## config.mk

```make
export PLATFORM = sky130hd
export DESIGN_NAME = id_pair_packer
export DESIGN_NICKNAME = d
export VERILOG_FILES = /design/src/rtl/id_pair_pkg.sv /design/src/rtl/id_pair_out_reg.sv /design/src/rtl/id_pair_packer.sv
export SDC_FILE = /design/constraint.sdc
export NUM_CORES = 2
export LEC_CHECK = 0
export CAP_MARGIN = 20
export CELL_PAD_IN_SITES_DETAIL_PLACEMENT = 1
export CELL_PAD_IN_SITES_GLOBAL_PLACEMENT = 1
export CORE_MARGIN = 2
export CORE_UTILIZATION = 44
export CTS_BUF_LIST = sky130_fd_sc_hd__clkbuf_4 sky130_fd_sc_hd__clkbuf_8
export CTS_CLUSTER_SIZE = 10
export DETAILED_ROUTE_END_ITERATION = 8
export GPL_ROUTABILITY_DRIVEN = 0
export GPL_TIMING_DRIVEN = 0
export PLACE_DENSITY_LB_ADDON = 0.2
export SLEW_MARGIN = 20
export SYNTH_ARGS = -nofsm -noshare
export SYNTH_HDL_FRONTEND = slang
export SYNTH_SLANG_ARGS = --single-unit
```

## constraint.sdc

```tcl
create_clock -name ap_clk -period 4.7 [get_ports ap_clk]
set_clock_uncertainty 0.15 [all_clocks]
set_input_delay 0.47 -clock ap_clk [delete_from_list [all_inputs] [get_ports ap_clk]]
set_output_delay 0.47 -clock ap_clk [all_outputs]
set_load 0.01 [all_outputs]
```

## src/rtl/id_pair_pkg.sv

```systemverilog
// id_pair_pkg: width derivations and keep-mask helper shared by the ID-pair packer
package id_pair_pkg;
   localparam int DEF_BUS_WIDTH    = 512;
   localparam int DEF_VEC_ID_WIDTH = 8;
   localparam int MAX_KEEP_WIDTH   = 256;
   function automatic int pair_width(input int vec_id_width);
      return 2 * vec_id_width;
   endfunction
   function automatic int pairs_per_word(input int bus_width, input int vec_id_width);
      return bus_width / pair_width(vec_id_width);
   endfunction
   function automatic int keep_width(input int bus_width);
      return bus_width / 8;
   endfunction
   function automatic int fill_width(input int bus_width, input int vec_id_width);
      return $clog2(pairs_per_word(bus_width, vec_id_width) + 1);
   endfunction
   function automatic logic [MAX_KEEP_WIDTH-1:0] keep_mask(input int fill, input int pair_bytes);
      logic [MAX_KEEP_WIDTH-1:0] m;
      for (int i = 0; i < MAX_KEEP_WIDTH; i++) m[i] = i < fill * pair_bytes;
      return m;
   endfunction
endpackage

```

## src/rtl/id_pair_out_reg.sv

```systemverilog
// id_pair_out_reg: AXI-Stream output holding register with load, hold, tlast-set and drain
module id_pair_out_reg #(
   parameter int DATA_WIDTH = 512,
   parameter int KEEP_WIDTH = 64
) (
   input  logic                  clk,
   input  logic                  rst,
   input  logic                  load,
   input  logic [DATA_WIDTH-1:0] load_data,
   input  logic [KEEP_WIDTH-1:0] load_keep,
   input  logic                  load_last,
   input  logic                  set_last,
   input  logic                  ready,
   output logic [DATA_WIDTH-1:0] data,
   output logic [KEEP_WIDTH-1:0] keep,
   output logic                  last,
   output logic                  valid
);
   // A load may coincide with the drain of the previous word; otherwise hold until the handshake
   always_ff @(posedge clk)
      if (rst) begin
         data  <= '0;
         keep  <= '0;
         last  <= 1'b0;
         valid <= 1'b0;
      end else if (load) begin
         data  <= load_data;
         keep  <= load_keep;
         last  <= load_last;
         valid <= 1'b1;
      end else if (valid && ready) begin
         last  <= 1'b0;
         valid <= 1'b0;
      end else if (set_last)
         last <= 1'b1;
endmodule

```

## src/rtl/id_pair_packer.sv

```systemverilog
// id_pair_packer: packs accelerator ID pairs into wide AXI-Stream words with flush and idle timeout
module id_pair_packer
   import id_pair_pkg::*;
#(
   parameter int BUS_WIDTH     = DEF_BUS_WIDTH,
   parameter int VEC_ID_WIDTH  = DEF_VEC_ID_WIDTH,
   parameter int FLUSH_TIMEOUT = 256,
   localparam int PAIR_WIDTH     = pair_width(VEC_ID_WIDTH),
   localparam int PAIRS_PER_WORD = pairs_per_word(BUS_WIDTH, VEC_ID_WIDTH),
   localparam int KEEP_WIDTH     = keep_width(BUS_WIDTH),
   localparam int FILL_WIDTH     = fill_width(BUS_WIDTH, VEC_ID_WIDTH)
) (
   input  logic                  ap_clk,
   input  logic                  ap_rst,
   input  logic [PAIR_WIDTH-1:0] S_AXIS_ID_PAIR_tdata,
   input  logic                  S_AXIS_ID_PAIR_tvalid,
   output logic                  S_AXIS_ID_PAIR_tready,
   input  logic                  i_Flush,
   output logic [BUS_WIDTH-1:0]  M_AXIS_DATA_tdata,
   output logic [KEEP_WIDTH-1:0] M_AXIS_DATA_tkeep,
   output logic                  M_AXIS_DATA_tlast,
   output logic                  M_AXIS_DATA_tvalid,
   input  logic                  M_AXIS_DATA_tready,
   output logic [31:0]           o_PairCount
);
   localparam int IDLE_WIDTH = FLUSH_TIMEOUT > 1 ? $clog2(FLUSH_TIMEOUT + 1) : 1;
   localparam logic [IDLE_WIDTH-1:0] IDLE_LAST = IDLE_WIDTH'(FLUSH_TIMEOUT > 0 ? FLUSH_TIMEOUT - 1 : 0);
   localparam logic [FILL_WIDTH-1:0] FULL = FILL_WIDTH'(PAIRS_PER_WORD);

   logic [BUS_WIDTH-1:0]  acc, acc_nx;
   logic [FILL_WIDTH-1:0] fill, fill_nx;
   logic [IDLE_WIDTH-1:0] idle;
   logic [KEEP_WIDTH-1:0] keep_nx;
   logic flush_pending, s_ready, s_hs, out_free, timeout_hit, launch, set_last;

   assign s_ready               = !ap_rst && fill != FULL && !flush_pending;
   assign S_AXIS_ID_PAIR_tready = s_ready;
   assign s_hs                  = S_AXIS_ID_PAIR_tvalid && s_ready;
   assign out_free              = !M_AXIS_DATA_tvalid || M_AXIS_DATA_tready;
   assign fill_nx               = fill + FILL_WIDTH'(s_hs);
   assign timeout_hit           = FLUSH_TIMEOUT != 0 && fill != '0 && !s_hs && idle == IDLE_LAST;
   assign launch                = out_free && (fill_nx == FULL || (flush_pending && fill != '0) || timeout_hit);
   assign set_last              = flush_pending && fill == '0 && M_AXIS_DATA_tvalid && !M_AXIS_DATA_tready;
   assign keep_nx               = KEEP_WIDTH'(keep_mask(int'(fill_nx), PAIR_WIDTH / 8));

   // Merge the incoming pair into its lane so the pair that completes a word launches with it
   always_comb begin
      acc_nx = acc;
      for (int k = 0; k < PAIRS_PER_WORD; k++)
         if (s_hs && fill == FILL_WIDTH'(k)) acc_nx[k*PAIR_WIDTH +: PAIR_WIDTH] = S_AXIS_ID_PAIR_tdata;
   end

   // Accumulator, fill, pending flush, idle counter and accepted-pair count
   always_ff @(posedge ap_clk)
      if (ap_rst) begin
         acc           <= '0;
         fill          <= '0;
         flush_pending <= 1'b0;
         idle          <= '0;
         o_PairCount   <= '0;
      end else begin
         acc           <= launch ? '0 : acc_nx;
         fill          <= launch ? '0 : fill_nx;
         flush_pending <= flush_pending ? !(launch || fill == '0) : i_Flush && !launch;
         idle          <= (launch || s_hs) ? '0 : (fill != '0 && idle != IDLE_LAST) ? idle + 1'b1 : idle;
         o_PairCount   <= o_PairCount + 32'(s_hs);
      end

   id_pair_out_reg #(
      .DATA_WIDTH(BUS_WIDTH),
      .KEEP_WIDTH(KEEP_WIDTH)
   ) u_out (
      .clk      (ap_clk),
      .rst      (ap_rst),
      .load     (launch),
      .load_data(acc_nx),
      .load_keep(keep_nx),
      .load_last(flush_pending || i_Flush),
      .set_last (set_last),
      .ready    (M_AXIS_DATA_tready),
      .data     (M_AXIS_DATA_tdata),
      .keep     (M_AXIS_DATA_tkeep),
      .last     (M_AXIS_DATA_tlast),
      .valid    (M_AXIS_DATA_tvalid)
   );
endmodule

```

After elaboration in Yosys (flattened, before gate mapping)

Cells that the tools add are included.

$lt $le $gt $ge: 64
Add/subtract/negate cells: 3
Equal/unequal tests: 35
Mux-type cells: 38
Reductions and logical operators: 64

Operator list:

| cell                                                                        | count |
|---|---|
| 16-bit 2-to-1 mux                                                           | 32 |
| 6-bit by 7-bit less-than comparator with 1-bit output, first input constant | 32 |
| 5-bit by 7-bit less-than comparator with 1-bit output, first input constant | 16 |
| 6-bit by 5-bit equality test with 1-bit output, second input constant       | 16 |
| 4-bit by 7-bit less-than comparator with 1-bit output, first input constant | 8 |
| 6-bit by 4-bit equality test with 1-bit output, second input constant       | 8 |
| 1-bit logical AND                                                           | 45 |
| 32-bit by 1-bit adder with 32-bit output                                    | 1 |
| 3-bit by 7-bit less-than comparator with 1-bit output, first input constant | 4 |
| 6-bit by 3-bit equality test with 1-bit output, second input constant       | 4 |
| 1-bit by 7-bit less-than comparator with 1-bit output, first input constant | 2 |
| 2-bit by 7-bit less-than comparator with 1-bit output, first input constant | 2 |
| 6-bit by 2-bit equality test with 1-bit output, second input constant       | 2 |
| 9-bit by 1-bit adder with 9-bit output, second input constant               | 1 |
| 9-bit by 8-bit equality test with 1-bit output, second input constant       | 1 |
| 9-bit by 8-bit inequality test with 1-bit output, second input constant     | 1 |
| 1-bit zero test                                                             | 7 |
| 6-bit by 1-bit adder with 6-bit output                                      | 1 |
| 6-bit by 1-bit equality test with 1-bit output, second input constant       | 1 |
| 6-bit equality test, second input constant                                  | 1 |
| 6-bit zero test                                                             | 1 |
| 1-bit logical OR                                                            | 6 |
| 1-bit 2-to-1 mux                                                            | 6 |
| 6-bit inequality test, second input constant                                | 1 |
| 4 further kinds                                                             | 5 |

Output and inout port bits: 611
Register bits after elaboration: 1138
Bits of input ports: 21
Word-level logic and storage cells: 213

Longest topological paths before layout

Depth in word-level cells: 12
Mapped depth: 16
Gate-level depth less buffers: 10

Hierarchy

From an unflattened synthesis, not the netlist that was laid out.

Cell total of the unflattened synthesis: 4528
Area total of the unflattened synthesis: 47037.6 um^2

Modules (own cells, without submodules):

| module          | cells an instance | area each (um^2) | seq. area each (um^2) | instances |
|---|---|---|---|---|
| id_pair_packer  | 2663              | 26623.0          | 11210.8               | 1 |
| id_pair_out_reg | 1865              | 20414.6          | 11571.1               | 1 |

Worst setup path after synthesis

OpenSTA, ideal clock, no wires.

Path type: input-to-reg
Start: in ap_rst
End: reg o_PairCount[26]
Data arrival time: 3294 ps
Data required time: 4422 ps
Buffers on the path: 3
Path slack: 1128 ps
Library setup time: 128 ps
Stages on the path: 13
Path through: buf_6 or3b_4 a21o_2 inv_2 buf_4 ha_1 ha_1 nand4_1 or4b_2 buf_2 nor4_1 xnor2_1 nor2_1

Word-level cells in the longest chain between the ends: 5

Ends and longest elaborated chain:

| what                                     | line                 | text |
|---|---|---|
| start, declared                          | id_pair_packer.sv:14 | `input logic ap_rst,` |
| 1-bit zero test                          | id_pair_packer.sv:36 | `assign s_ready = !ap_rst && fill != FULL && !flush_pending;` |
| 1-bit logical AND (2 in a row)           | id_pair_packer.sv:36 |  |
| 1-bit logical AND                        | id_pair_packer.sv:38 | `assign s_hs = S_AXIS_ID_PAIR_tvalid && s_ready;` |
| 32-bit by 1-bit adder with 32-bit output | id_pair_packer.sv:66 | `o_PairCount <= o_PairCount + 32'(s_hs);` |
| end signal, assigned                     | id_pair_packer.sv:66 |  |
| end, declared                            | id_pair_packer.sv:24 | `output logic [31:0] o_PairCount` |

Several ways; a longest one is shown, not always the timed one.
A chain may end at the register's enable or synchronous reset.

Final worst setup path

Start: reg flush_pending
End: reg acc[368]

Word-level cells in the longest chain between the ends: 9
Elaborated cells between the ends (all ways): 15
Classes of those cells: add/sub: 1; eq/ne: 1; mux: 1; reduce/logical: 12

Ends and longest elaborated chain:

| what                                                                      | line                                       | text |
|---|---|---|
| start, declared                                                           | id_pair_packer.sv:34                       | `logic flush_pending, s_ready, s_hs, out_free, timeout_hit, launch, set_last;` |
| start signal, assigned                                                    | id_pair_packer.sv:64                       | `flush_pending <= flush_pending ? !(launch \|\| fill == '0) : i_Flush && !launch;` |
| 1-bit zero test                                                           | id_pair_packer.sv:36                       |  |
| 1-bit logical AND                                                         | id_pair_packer.sv:36                       |  |
| 1-bit logical AND                                                         | id_pair_packer.sv:38                       |  |
| 6-bit by 1-bit adder with 6-bit output or 1-bit zero test (tied branches) | id_pair_packer.sv:40, id_pair_packer.sv:41 |  |
| 6-bit equality test or 1-bit logical AND (tied branches)                  | id_pair_packer.sv:42, id_pair_packer.sv:41 |  |
| 1-bit logical OR or 1-bit logical AND (tied branches)                     | id_pair_packer.sv:42, id_pair_packer.sv:41 |  |
| 1-bit logical OR                                                          | id_pair_packer.sv:42                       | `assign launch = out_free && (fill_nx == FULL \|\| (flush_pending && fill != '0) \|\| timeout_hit);` |
| 1-bit logical AND                                                         | id_pair_packer.sv:42                       |  |
| 2-bit OR reduction (no source line)                                       | -                                          |  |
| end signal, assigned                                                      | id_pair_packer.sv:62                       | `acc <= launch ? '0 : acc_nx;` |
| end, declared                                                             | id_pair_packer.sv:30                       | `logic [BUS_WIDTH-1:0] acc, acc_nx;` |

Several ways; a longest one is shown, not always the timed one.

==> results <==
- Dividing the detail-routed via count by the number of cells gives 5.395.
- The number of maximum-capacitance violations is 0.
- The path class of the tightest hold or removal check is primary input to flop.
- After the last flow step, the layout net total stands at 4164.
- The total via count after detailed routing is 29286.
- The via count of the first global-routing pass is 30754.
- Data on the critical path is required at its endpoint by 5.23 ns.
- The clock tree from TritonCTS is built.
- The accumulated negative setup slack is 0 ns.
- IR analysis of the VDD net gives a maximum drop of 287.3 uV.
- Wires add up to 138.0 mm.
- In this run the mean area of a mapped cell was 11.48 sq um.
- In the synthesized netlist, the cells that appear most often are dfxtp_1, nor2_1, o2bb2ai_1, mux2i_1, buf_2.
- The post-detailed-route count of antenna-violating nets is 0.
- The tightest slew margin relative to the limit is 19.22%.
- The critical path goes through or3b_4 -> a21o_2 -> inv_2 -> buf_4 -> ha_1 -> ha_1 -> clkbuf_1 -> nand2_1 -> o31ai_4 -> nand2_1 -> o211ai_1 -> buf_4 -> buf_2 -> buf_4 -> buf_4 -> nor2_1.
- The share of flip-flops with an asynchronous set or reset after synthesis is 0%.
- After synthesis, the cell types taking the most area are dfxtp_1, mux2i_1, o2bb2ai_1.
- The initial antenna violation count is 14.
- Among the stages of the critical path, the cell type that occurs most often is buf_4.
- The count of yosys warnings during synthesis is 0.
- CTS placed an instance of clkbuf_8 at the clock tree root.
- For this configuration, the core starts out at a cell density of 44.57%.
- The layer flagged by global routing as most heavily used is met2.
- The post-layout minimum cycle time is 4.308 ns.
- The clock transition at the registers of the reported paths is 0.06 ns.
- The worst setup path is launched from a flop.
- The achievable clock frequency is 232.1 MHz.
- After synthesis the netlist holds a flip-flop and latch count of 1106.
- The number of pins exceeding their max-slew limit in the final report was 0.
- The number of DRC markers after the initial detailed-route iteration is 1568.
- The largest area contributor in the synthesized netlist is dfxtp_1.
- The number of inserted filler cells in the final layout is 8975.
- The total power consumption of the routed design is 19.10 mW.
- The finished cells cover 0.04985 sq mm.
- The actual slew at the worst max-slew pin is 1.212 ns.
- The area share of the leading cell type in the synthesized netlist is 58.07%.
- Dividing the detail-routed wire length by the instance count gives 25.42 um.
- For met3 alone, demand over resource in global routing was 6.296%.
- The number of clock buffers added by TritonCTS is 180.
- The tree built by TritonCTS fans out to 1106 sinks.
- Across the whole layout, storage elements account for 0.02214 sq mm.
- The clock tree synthesis step divided the H-tree into 4 levels.
- The first TritonRoute pass finished after 5 iterations.
- Final hold analysis gives a worst-case slack of 0.1553 ns.
- The most frequent cell after synthesis is dfxtp_1.
- The critical path is of the flop to flop type.
- The slowest stage of the critical path belongs to the cell or3b_4.
- The largest net degree at the start of global routing is 17.
- The post-placement cell area is 0.04590 sq mm.
- The aggregate global routing overflow is 0.
- The detailed-route DRC error count is 0.
- The core region is 0.08555 sq mm.
- Data on the critical path arrives at its endpoint at 4.84 ns.
- The final setup violation count is 0.
- The proportion of layout cells with a drive suffix above 1 is 15.11%.
- For the worst-skew pair, the clock arrives at the later sink with an insertion delay of 0.82 ns.
- The mapped netlist covers 0.03813 sq mm.
- The part of the Yosys area used for sequential elements is 58.07%.
- The delay of the slowest critical-path stage is 0.43 ns.
- Pin placement for this block handled 632 I/O pins.
- In this run the core area contains 107 standard-cell rows.
- Dividing total power by cell area gives a power density of 383.1 mW/mm^2.
- In the final layout, the multi-input gates occupy 0.01392 sq mm.
- STA classifies the critical path endpoint as a flop.
- The reported leakage power is 20.40 nW.
- The met2 demand-to-capacity share in global routing is 51.71%.
- Global routing used 30.17% of the available tracks.
- The run finished with clean final reports.
- Synthesis produced a netlist with a net count of 3348.
- The dominant synthesized flop cell is dfxtp_1.
- Synthesis produced a netlist whose cell count is 3320.
- The number of synthesized flops with an enable pin is 0.
- The HPWL after detailed placement is 96.38 mm.
- The signed area change from the synthesized netlist to the final layout is 30.75%.
- The met1 demand-to-capacity share in global routing is 37.06%.
- The die is 298.4 um wide.
- The post-route clock period utilization is 91.65%.
- The die covers 0.08902 sq mm.
- The first global-routing pass estimated 201.8 mm of wire.
- The final hold violation count was 0.
- Yosys mapped the design onto 73 distinct sky130hd cell types.
- The largest fanout on the critical path is 12.
- Counting along the longest clock path gives a buffer depth of 3.
- In this run the vertical extent of the chip is 298.4 um.
- In this run the tool buffered the top-level ports with 630 buffer cells.
metrics by stage:
| stage | util (%) | instances | worst slack (ns) |
|---|---|---|---|
| after floorplan | - | 3320 | 1.128 |
| after global placement | 53.61 | 5094 | -0.5761 |
| after detailed placement | 53.65 | 5095 | -0.6457 |
| after CTS | 58.24 | 5420 | 0.3165 |
| after global routing | 58.27 | 5428 | -0.002140 |
| final | 58.27 | 5428 | 0.3922 |
metal layers:
layer / routed length (um) / part of all wire [%]
met3: 7455 / 5.4
met2: 67600 / 49
met5: 38 / 0.028
met4: 4690 / 3.4
met1: 58180 / 42
flip-flops by register name (all words and copies together), names as in the netlist:
register and cells:
u_out.valid 1, o_PairCount 32, u_out.data 512, idle 9, flush_pending 1, acc 512
fill 6, u_out.last 1, u_out.keep 32
logic make-up (layout without fill, tap and decap cells):
kind of cell               count (synthesis)  after routing  share of synthesized area, %
DFF                                     1106           1106                         58.07
and+or+nand+nor                          729            729                         8.382
AOI/OAI and AO/OA                        601            601                         13.57
muxes                                    515            515                         13.53
buffers and inverters                    328           1284                         5.418
xor gates and xnor gates                  34             34                        0.8008
adders and majority gates                  7              7                        0.2297
other                                      0              8                             0
timing repair:
action / 4_1_cts / 5_1_grt
setup endpoints to repair: 91 / 24
gates cloned: 0 / 0
hold buffers: 1 / 0
setup buffers: 2 / 0
pin swaps: 1 / 0
resized for setup: 1 / 2
hold endpoints to repair: 4 / 0
path summary, 6_finish.rpt:
check	start	end	slack, ns	cells after the start
max	flush_pending	acc[368]	0.39	16
min	i_Flush	flush_pending	0.16	3
max reg2reg	flush_pending	acc[368]	0.39	16
min reg2reg	u_out.data[349]	u_out.data[349]	0.31	1
critical path, delay by kind of cell, from the launching register on:
| kind | cells | cell delay (ns) |
|---|---|---|
| flops | 1 | 0.37 |
| simple gates | 4 | 0.82 |
| fa+ha+maj | 2 | 0.32 |
| buf+inv | 7 | 1.71 |
| compound gates | 3 | 0.76 |
area by class of cell:
| class | count | share of cell area [%] |
|---|---|---|
| clock buffer | 292 | 7.372 |
| timing repair buffer | 634 | 12.73 |
| multi-input combinational | 1886 | 27.92 |
| tap | 1144 | 2.871 |
| sequential | 1106 | 44.42 |
| buffer | 314 | 4.089 |
| antenna | 8 | 0.04016 |
| clock inverter | 30 | 0.4518 |
| inverter | 14 | 0.1054 |
power breakdown:
part	total [mW]	internal [mW]	switching, mW
Sequential	9.41	9.39	0.0138
Clock	8.94	4.96	3.97
Combinational	0.751	0.174	0.577
Total	19.1	14.5	4.56
placed cells by master (no fill, tap or decap), types with 14 or more instances in the layout:
master and count:
nand3_1 16, clkdlybuf4s50_1 630, buf_2 129, mux2i_1 513, dfxtp_1 1106, nor2_1 559, buf_6 53, a22o_1 16
clkinv_2 17, clkbuf_8 237, nand2_2 16, o2bb2ai_1 516, clkbuf_1 41, clkbuf_2 20, nand2_1 37, nor3_1 14
nand4_1 14, xnor2_1 21, buf_4 71, clkbuf_4 55
Note: power is estimated with default switching activity, not from simulation.
